`config.mk`:
```
export PLATFORM = sky130hd
export DESIGN_NAME = hazard_stall_controller
export DESIGN_NICKNAME = d
export VERILOG_FILES = /design/src/rtl/mips_pkg.sv /design/src/rtl/hazard_detect.sv /design/src/rtl/hazard_stall_controller.sv
export SDC_FILE = /design/constraint.sdc
export NUM_CORES = 1
export LEC_CHECK = 0
export BUFFER_PORTS_ARGS = -buffer_cell sky130_fd_sc_hd__buf_2
export CAP_MARGIN = 20
export CORE_MARGIN = 1
export CORE_UTILIZATION = 53
export CTS_BUF_LIST = sky130_fd_sc_hd__clkbuf_4 sky130_fd_sc_hd__clkbuf_8
export DETAILED_ROUTE_END_ITERATION = 6
export PLACE_DENSITY = 0.93
export RECOVER_POWER = 25
export SLEW_MARGIN = 20
export SYNTH_ARGS = -nofsm -noshare
export SYNTH_HDL_FRONTEND = slang
export SYNTH_SLANG_ARGS = --single-unit
```
`constraint.sdc`:
```
create_clock -name clk -period 3.1 [get_ports clk]
set_input_delay 0.62 -clock clk [delete_from_list [all_inputs] [get_ports clk]]
set_output_delay 0.62 -clock clk [all_outputs]
set_load 0.1 [all_outputs]
```
`src/rtl/mips_pkg.sv`:
```
// Shared constants and types for the MIPS core pipeline-control slice.
// Used by the hazard detector and the stall sequencer.
package mips_pkg;

  localparam int          RA_W      = 5;
  localparam logic [4:0]  REG_ZERO  = 5'd0;
  localparam logic [31:0] NOP_INSTR = 32'h0000_0000;

  // Per-cycle operating mode, listed in decreasing priority.
  typedef enum logic [2:0] {
    MODE_RESET,
    MODE_FREEZE,
    MODE_HAZARD,
    MODE_IWAIT,
    MODE_RUN
  } mode_e;

endpackage

```
`src/rtl/hazard_detect.sv`:
```
// Combinational hazard classifier for the instruction in ID.
// Reports how many bubble cycles are needed (0, 1 or 2).
module hazard_detect #(
  parameter int RA_W = 5
) (
  input  logic [RA_W-1:0] id_rs,
  input  logic [RA_W-1:0] id_rt,
  input  logic            id_uses_rs,
  input  logic            id_uses_rt,
  input  logic            id_is_branch,
  input  logic            ex_mem_read,
  input  logic            ex_reg_write,
  input  logic [RA_W-1:0] ex_rd,
  input  logic            mem_mem_read,
  input  logic [RA_W-1:0] mem_rd,
  output logic [1:0]      need_o
);
  import mips_pkg::*;

  logic ex_match;
  logic mem_match;

  // Writes to $0 are discarded by the register file, so they never create a dependency.
  function automatic logic reg_match(input logic [RA_W-1:0] r,
                                     input logic [RA_W-1:0] rs,
                                     input logic [RA_W-1:0] rt,
                                     input logic            use_rs,
                                     input logic            use_rt);
    return (r != RA_W'(REG_ZERO)) && ((use_rs && (r == rs)) || (use_rt && (r == rt)));
  endfunction

  assign ex_match  = reg_match(ex_rd,  id_rs, id_rt, id_uses_rs, id_uses_rt);
  assign mem_match = reg_match(mem_rd, id_rs, id_rt, id_uses_rs, id_uses_rt);

  always_comb begin
    need_o = 2'd0;
    if (id_is_branch) begin
      if (ex_mem_read && ex_match)
        need_o = 2'd2;
      else if ((ex_reg_write && ex_match) || (mem_mem_read && mem_match))
        need_o = 2'd1;
    end else if (ex_mem_read && ex_match) begin
      need_o = 2'd1;
    end
  end

endmodule

```
`src/rtl/hazard_stall_controller.sv`:
```
// Pipeline load-enable sequencer: load-use / branch-operand stalls, imem wait and dmem freeze.
// Only the remaining-stall count and the stall-cycle counter are registered.
module hazard_stall_controller #(
  parameter int RA_W   = 5,
  parameter int PERF_W = 32
) (
  input  logic              clk,
  input  logic              reset,
  input  logic [RA_W-1:0]   id_rs,
  input  logic [RA_W-1:0]   id_rt,
  input  logic              id_uses_rs,
  input  logic              id_uses_rt,
  input  logic              id_is_branch,
  input  logic              ex_mem_read,
  input  logic              ex_reg_write,
  input  logic [RA_W-1:0]   ex_rd,
  input  logic              mem_mem_read,
  input  logic [RA_W-1:0]   mem_rd,
  input  logic              imem_ready,
  input  logic              dmem_busy,
  output logic              pc_le,
  output logic              if_id_le,
  output logic              if_id_nop,
  output logic              id_ex_bubble,
  output logic              pipe_freeze,
  output logic [PERF_W-1:0] stall_cycles
);
  import mips_pkg::*;

  logic [1:0]        need;
  logic [1:0]        stall_cnt_q, stall_cnt_d;
  logic [PERF_W-1:0] stall_cycles_q, stall_cycles_d;
  mode_e             mode;

  function automatic logic [PERF_W-1:0] sat_inc(input logic [PERF_W-1:0] v);
    return (&v) ? v : v + PERF_W'(1);
  endfunction

  hazard_detect #(.RA_W(RA_W)) u_detect (
    .id_rs        (id_rs),
    .id_rt        (id_rt),
    .id_uses_rs   (id_uses_rs),
    .id_uses_rt   (id_uses_rt),
    .id_is_branch (id_is_branch),
    .ex_mem_read  (ex_mem_read),
    .ex_reg_write (ex_reg_write),
    .ex_rd        (ex_rd),
    .mem_mem_read (mem_mem_read),
    .mem_rd       (mem_rd),
    .need_o       (need)
  );

  // Once a stall is in progress the detector is ignored; the count alone finishes it.
  always_comb begin
    if (reset)                                     mode = MODE_RESET;
    else if (dmem_busy)                            mode = MODE_FREEZE;
    else if ((stall_cnt_q != 2'd0) || (need != 2'd0)) mode = MODE_HAZARD;
    else if (!imem_ready)                          mode = MODE_IWAIT;
    else                                           mode = MODE_RUN;
  end

  always_ff @(posedge clk) begin
    if (reset) begin
      stall_cnt_q    <= 2'd0;
      stall_cycles_q <= '0;
    end else begin
      stall_cnt_q    <= stall_cnt_d;
      stall_cycles_q <= stall_cycles_d;
    end
  end

  always_comb begin
    stall_cnt_d    = stall_cnt_q;
    stall_cycles_d = stall_cycles_q;
    case (mode)
      MODE_HAZARD: stall_cnt_d = (stall_cnt_q == 2'd0) ? need - 2'd1 : stall_cnt_q - 2'd1;
      MODE_IWAIT,
      MODE_RUN:    stall_cnt_d = 2'd0;
      default:     stall_cnt_d = stall_cnt_q;
    endcase
    if (!pc_le)
      stall_cycles_d = sat_inc(stall_cycles_q);
  end

  always_comb begin
    pc_le        = 1'b0;
    if_id_le     = 1'b0;
    if_id_nop    = 1'b0;
    id_ex_bubble = 1'b0;
    pipe_freeze  = 1'b0;
    case (mode)
      MODE_RESET:  id_ex_bubble = 1'b1;
      MODE_FREEZE: pipe_freeze  = 1'b1;
      MODE_HAZARD: id_ex_bubble = 1'b1;
      MODE_IWAIT: begin
        if_id_le  = 1'b1;
        if_id_nop = 1'b1;
      end
      default: begin
        pc_le    = 1'b1;
        if_id_le = 1'b1;
      end
    endcase
  end

  assign stall_cycles = stall_cycles_q;

endmodule

```
==> Word level (Yosys, flattened, before mapping) <==
Cells that the tools add are included.
{ "classes": {"n_eq_ne": 8, "add_sub_neg": 3, "bitwise": 1, "muxes": 15, "n_reduce_logical": 26} }
{ "ops": {"columns": ["operator", "count"], "rows": [
  ["adder 32 x 1 -> 32 bit, second input constant", 1],
  ["AND reduction 32 bit", 1],
  ["== test 5 bit", 4],
  ["2-to-1 mux 3 bit", 4],
  ["nonzero test 5 bit", 2],
  ["logical AND 1 bit", 9],
  ["2-to-1 mux 1 bit", 7],
  ["== test 3 x 2 -> 1 bit, second input constant", 2],
  ["2-to-1 mux 2 bit", 3],
  ["nonzero test 2 bit", 3],
  ["logical OR 1 bit", 4],
  ["case mux 2 bit (2 select lines)", 1],
  ["OR reduction 2 bit", 2],
  ["OR reduction 4 bit", 1],
  ["subtractor 2 x 1 -> 2 bit, second input constant", 2],
  ["== test 3 x 1 -> 1 bit, second input constant", 1],
  ["== test 3 bit, second input constant", 1],
  ["zero test 3 bit", 1],
  ["OR reduction 3 bit", 1],
  ["zero test 2 bit", 1],
  ["AND reduction 2 bit", 1],
  ["NOT 1 bit", 1]
]} }
{ "word_totals": {"output_inout_bits": 37, "inputBits": 30, "elab_cells": 55, "reg_bits": 34} }

==> Longest topological paths before layout <==
{ "logic_depth": {"word_depth": 17, "ltp_mapped": 10, "depth_no_buf": 7} }

==> Modules after synthesis <==
A second synthesis with hierarchy kept.
{ "hier_totals": {"hier_cells": 257, "area_unflattened_um2": 2098.3} }
{ "modules_own_cells": {"columns": ["mod", "cells_each", "seq_area_each_um2", "area_each_um2", "n_inst"], "rows": [
  ["hazard_stall_controller", 217, 680.7, 1789.2, 1],
  ["hazard_detect", 40, 0.0, 309.0, 1]
]} }

==> Worst setup path after synthesis <==
OpenSTA, ideal clock, no wires.
{ "synth_path": {"path_kind": "input-to-output", "from": "input port mem_rd[0]", "to": "output port if_id_nop", "path_stages": 5, "setup_slack_ps": -3367, "required_ps": 2480, "n_path_buf": 0, "arrival_time_ps": 5847, "cell_sequence": "or4_1 -> o2111ai_1 -> nand3b_1 -> nor4_1 -> nor2b_1"} }
{ "synth_via": {"elab_chain_cells": 16, "word_cells_on_any_way": 19, "cone_classes": "3 x eq/ne; 7 x mux; 9 x reduce/logical"} }
{ "synth_rtl": {"columns": ["item", "line", "source"], "rows": [
  ["start, declared", "hazard_stall_controller.sv:18", "input logic [RA_W-1:0] mem_rd,"],
  ["== test 5 bit", "hazard_detect.sv:29", "return (r != RA_W'(REG_ZERO)) && ((use_rs && (r == rs)) || (use_rt && (r == rt)));"],
  ["logical AND 1 bit", "hazard_detect.sv:29", null],
  ["logical OR 1 bit", "hazard_detect.sv:29", null],
  ["logical AND 1 bit *", "hazard_detect.sv:29", null],
  ["logical AND 1 bit *", "hazard_detect.sv:40", "else if ((ex_reg_write && ex_match) || (mem_mem_read && mem_match))"],
  ["logical OR 1 bit *", "hazard_detect.sv:40", null],
  ["2-to-1 mux 1 bit *", "hazard_detect.sv:40", null],
  ["2-to-1 mux 2 bit *", "hazard_detect.sv:38", "if (ex_mem_read && ex_match)"],
  ["2-to-1 mux 2 bit *", "hazard_detect.sv:37", "if (id_is_branch) begin"],
  ["nonzero test 2 bit *", "hazard_stall_controller.sv:57", "else if ((stall_cnt_q != 2'd0) || (need != 2'd0)) mode = MODE_HAZARD;"],
  ["logical OR 1 bit *", "hazard_stall_controller.sv:57", null],
  ["2-to-1 mux 3 bit *", "hazard_stall_controller.sv:57", null],
  ["2-to-1 mux 3 bit *", "hazard_stall_controller.sv:56", "else if (dmem_busy) mode = MODE_FREEZE;"],
  ["2-to-1 mux 3 bit *", "hazard_stall_controller.sv:55", "if (reset) mode = MODE_RESET;"],
  ["== test 3 x 2 -> 1 bit *", "hazard_stall_controller.sv:91", "case (mode)"],
  ["2-to-1 mux 1 bit *", "hazard_stall_controller.sv:91", null],
  ["end, declared", "hazard_stall_controller.sv:23", "output logic if_id_nop,"]
]} }
Mark *: on every way between the ends. The rest lies on a longest branch, timed or not.

==> Worst setup path in the final report <==
Same ends and word-level chain as after synthesis.

==> impl_metrics.toml <==
[timing]
post-route-period-util_pct = 98.0
finalCriticalPeriod_ps = 3040
maxSlewHeadroom_pct = 22.4
fmax_ghz = 0.329
worstMarginPinSlew_ps = 1170
fin_setup_tns_ps = 0
hold_slack_ps = 497
report.final.slew_viol_count = 0
setup_ws_ps = 61.2
fin_skew_ps = 6.63
hold_violations = 0
setup_viol = 0
rsz0062_at_grt = "no"

[clock_network]
cts_max_level = 2
clockBufferDepth = 2
worst_skew_pair.late_latency_ps = 290
clk_pin_slew_worst_paths_ps = 60
root_buffer = "clkbuf_8"
numCtsBuffers = 5
clock_sinks = 34
tritoncts = "yes"

[power]
p_sw_mw = 0.280
leakagePower_nw = 1.04
combPwrFrac_pct = 16.6
power_frac_seq_pct = 42.8
internal_power_mw = 0.759
p_per_area_nw_per_um2 = 378
ir_drop_mv = 0.273
power.share.clock_pct = 40.7
swShare_pct = 27.0

[cells_and_area]
fillers = 322
diodes = 0
synthToLayoutAreaGrowth_pct = 23.7
drive_above_1_share_pct = 25.9
fin_nets = 362

[place]
hpwl_um = 4080
port_buffers = 66
dpl_worst_slack_ps = 53.9
gp_congestion = 0.822

[global_routing]
grt_usage_pct = 26.4
grt_remaining_overflow = 0
grt_max_degree = 38
grt_pass1_wl_um = 9020
antenna_found_initial = 0
first_global_vias = 2102

[status]
outcome = "finished clean"

[synthesis]
syn-cell-area_um2 = 2220
yosysTopAreaCell = "dfxtp_1"
yosysWarnings = 0
syn_area_per_cell_um2 = 8.32
synth_edf_count = 0
synth_commonest_cells = "dfxtp_1 (34), a21oi_1 (21), nor2_1 (20), xnor2_1 (20), nand2_1 (19)"
synth_top_area_share_pct = 30.6
yosysSeqAreaShare_pct = 30.6
yosysMostFrequentCell = "dfxtp_1"
async_flop_share_pct = 0
synth_nets = 298
synth_cells = 267
synth_area_leaders = "dfxtp_1 (31%), xnor2_1 (7.9%), a21oi_1 (4.7%)"
synth-seq-cells = 34
synthFlopType = "dfxtp_1"
synthDistinctLibCells = 40

[route]
vias = 2284
drt_iter0_markers = 189
ant_nets = 0
routed_wirelength_um = 5640
dr.pass1.iters = 4
drc = 0
wl_per_cell_um = 14.8
via_per_inst = 5.98

[floorplan]
pin_count = 67
fp.dieH_um = 66.8
die-area_um2 = 4460
placeableCoreArea_um2 = 4000
start_util_pct = 55.6
die_w_um = 66.8
std_cell_rows = 23

[worst_setup_path]
worst_setup_path_start_kind = "input pin"
path_cells = "buf_2 > or4_1 > o2111ai_2 > nand3b_1 > nor4_4 > nor2b_4 > buf_12"
cp_data_arrival_time_ps = 2420
cpPeakStageDelay_ps = 550
cp-end-kind = "output pin"
crit_fanout = 3
slowest_stage = "or4_1"
required_ps = 2480
worstSetupPathType = "in2out"
critPathTopFamily = "simple AND/OR/NAND/NOR gates"
critPathBufInv = 2

[flow_run]
drv_cap = 0

[min_path]
hold_class = "reg2reg"
-- cell usage in the layout (no fill, tap or decap), types with 8 or more instances in the layout --
cell type  instances
buf_2             48
dfxtp_1           34
a21oi_1           21
nor2_1            20
xnor2_1           20
nand2_1           19
clkbuf_1          16
nand4_1           15
or4_1             14
nor2b_1           13
o31ai_1           11
buf_4              8
-- worst min-delay path: cells and delay by family (launching register included) --
| kind | cells | cell delay [ps] |
|---|---|---|
| DFF | 1 | 330 |
| AOI/OAI and AO/OA | 2 | 130 |
-- repair_timing --
action | 4_1_cts | 5_1_grt
gates resized for setup | 0 | 1
hold buffers | 0 | 0
buffers inserted | 0 | 1
endpoints found under the setup margin | 0 | 1
-- area by class of cell --
class / instances / area (µm²) / share of cell area, %
clock inverter: 1 / 30.0 / 1.09
inverter: 6 / 22.5 / 0.819
multi-input combinational: 209 / 1450 / 52.7
tap: 50 / 62.6 / 2.28
clock buffer: 7 / 83.8 / 3.05
timing repair buffer: 75 / 420 / 15.3
sequential: 34 / 681 / 24.8
-- registers in the layout (all words and copies together), names as in the netlist --
signal,flops
stall_cycles,32
stall_cnt_q,2
-- power groups by stage --
stage	combinational [mW]	sequential (mW)	clock, mW
global placement	0.166	0.454	0
floorplan	0.0869	0.480	0
finish	0.172	0.444	0.423
detailed placement	0.171	0.454	0
global route	0.183	0.445	0.443
CTS	0.171	0.444	0.424
-- per-stage QoR --
step | utilization (%) | power [mW] | instance area (µm²) | std cells
2_1_floorplan | - | 0.567 | 2250 | 267
3_3_place_gp | 66.1 | 0.620 | 2640 | 373
3_5_place_dp | 66.1 | 0.625 | 2640 | 373
4_1_cts | 68.9 | 1.04 | 2760 | 381
5_1_grt | 68.7 | 1.07 | 2750 | 382
6_report | 68.7 | 1.04 | 2750 | 382
-- path summary, 6_finish.rpt --
kind                    startpoint          endpoint  slack [ps]  cells past startpoint
setup / recovery         mem_rd[0]         if_id_nop          60                      7
hold / removal    stall_cycles[21]  stall_cycles[21]         500                      2
setup reg to reg  stall_cycles[14]   stall_cycles[8]         510                      7
hold reg to reg   stall_cycles[21]  stall_cycles[21]         500                      2
-- cell families (layout without fill, tap and decap cells) --
group | count (synthesis) | in the layout | synth area share, %
simple gates | 128 | 128 | 35.0
xor+xnor | 20 | 20 | 7.88
compound gates | 50 | 50 | 14.0
fa+ha+maj | 1 | 1 | 0.563
flops | 34 | 34 | 30.6
mux | 10 | 10 | 6.25
buf+inv | 24 | 89 | 5.63
-- metal layers --
layer	vias to the layer above	track usage, %	routed length (µm)
li1	1126	-	-
met1	1070	30.5	2310
met2	78	45.7	2930
met3	10	6.51	320
met4	0	11.2	78
met5	-	0	0
No activity file was read; power rests on OpenSTA's default activity.
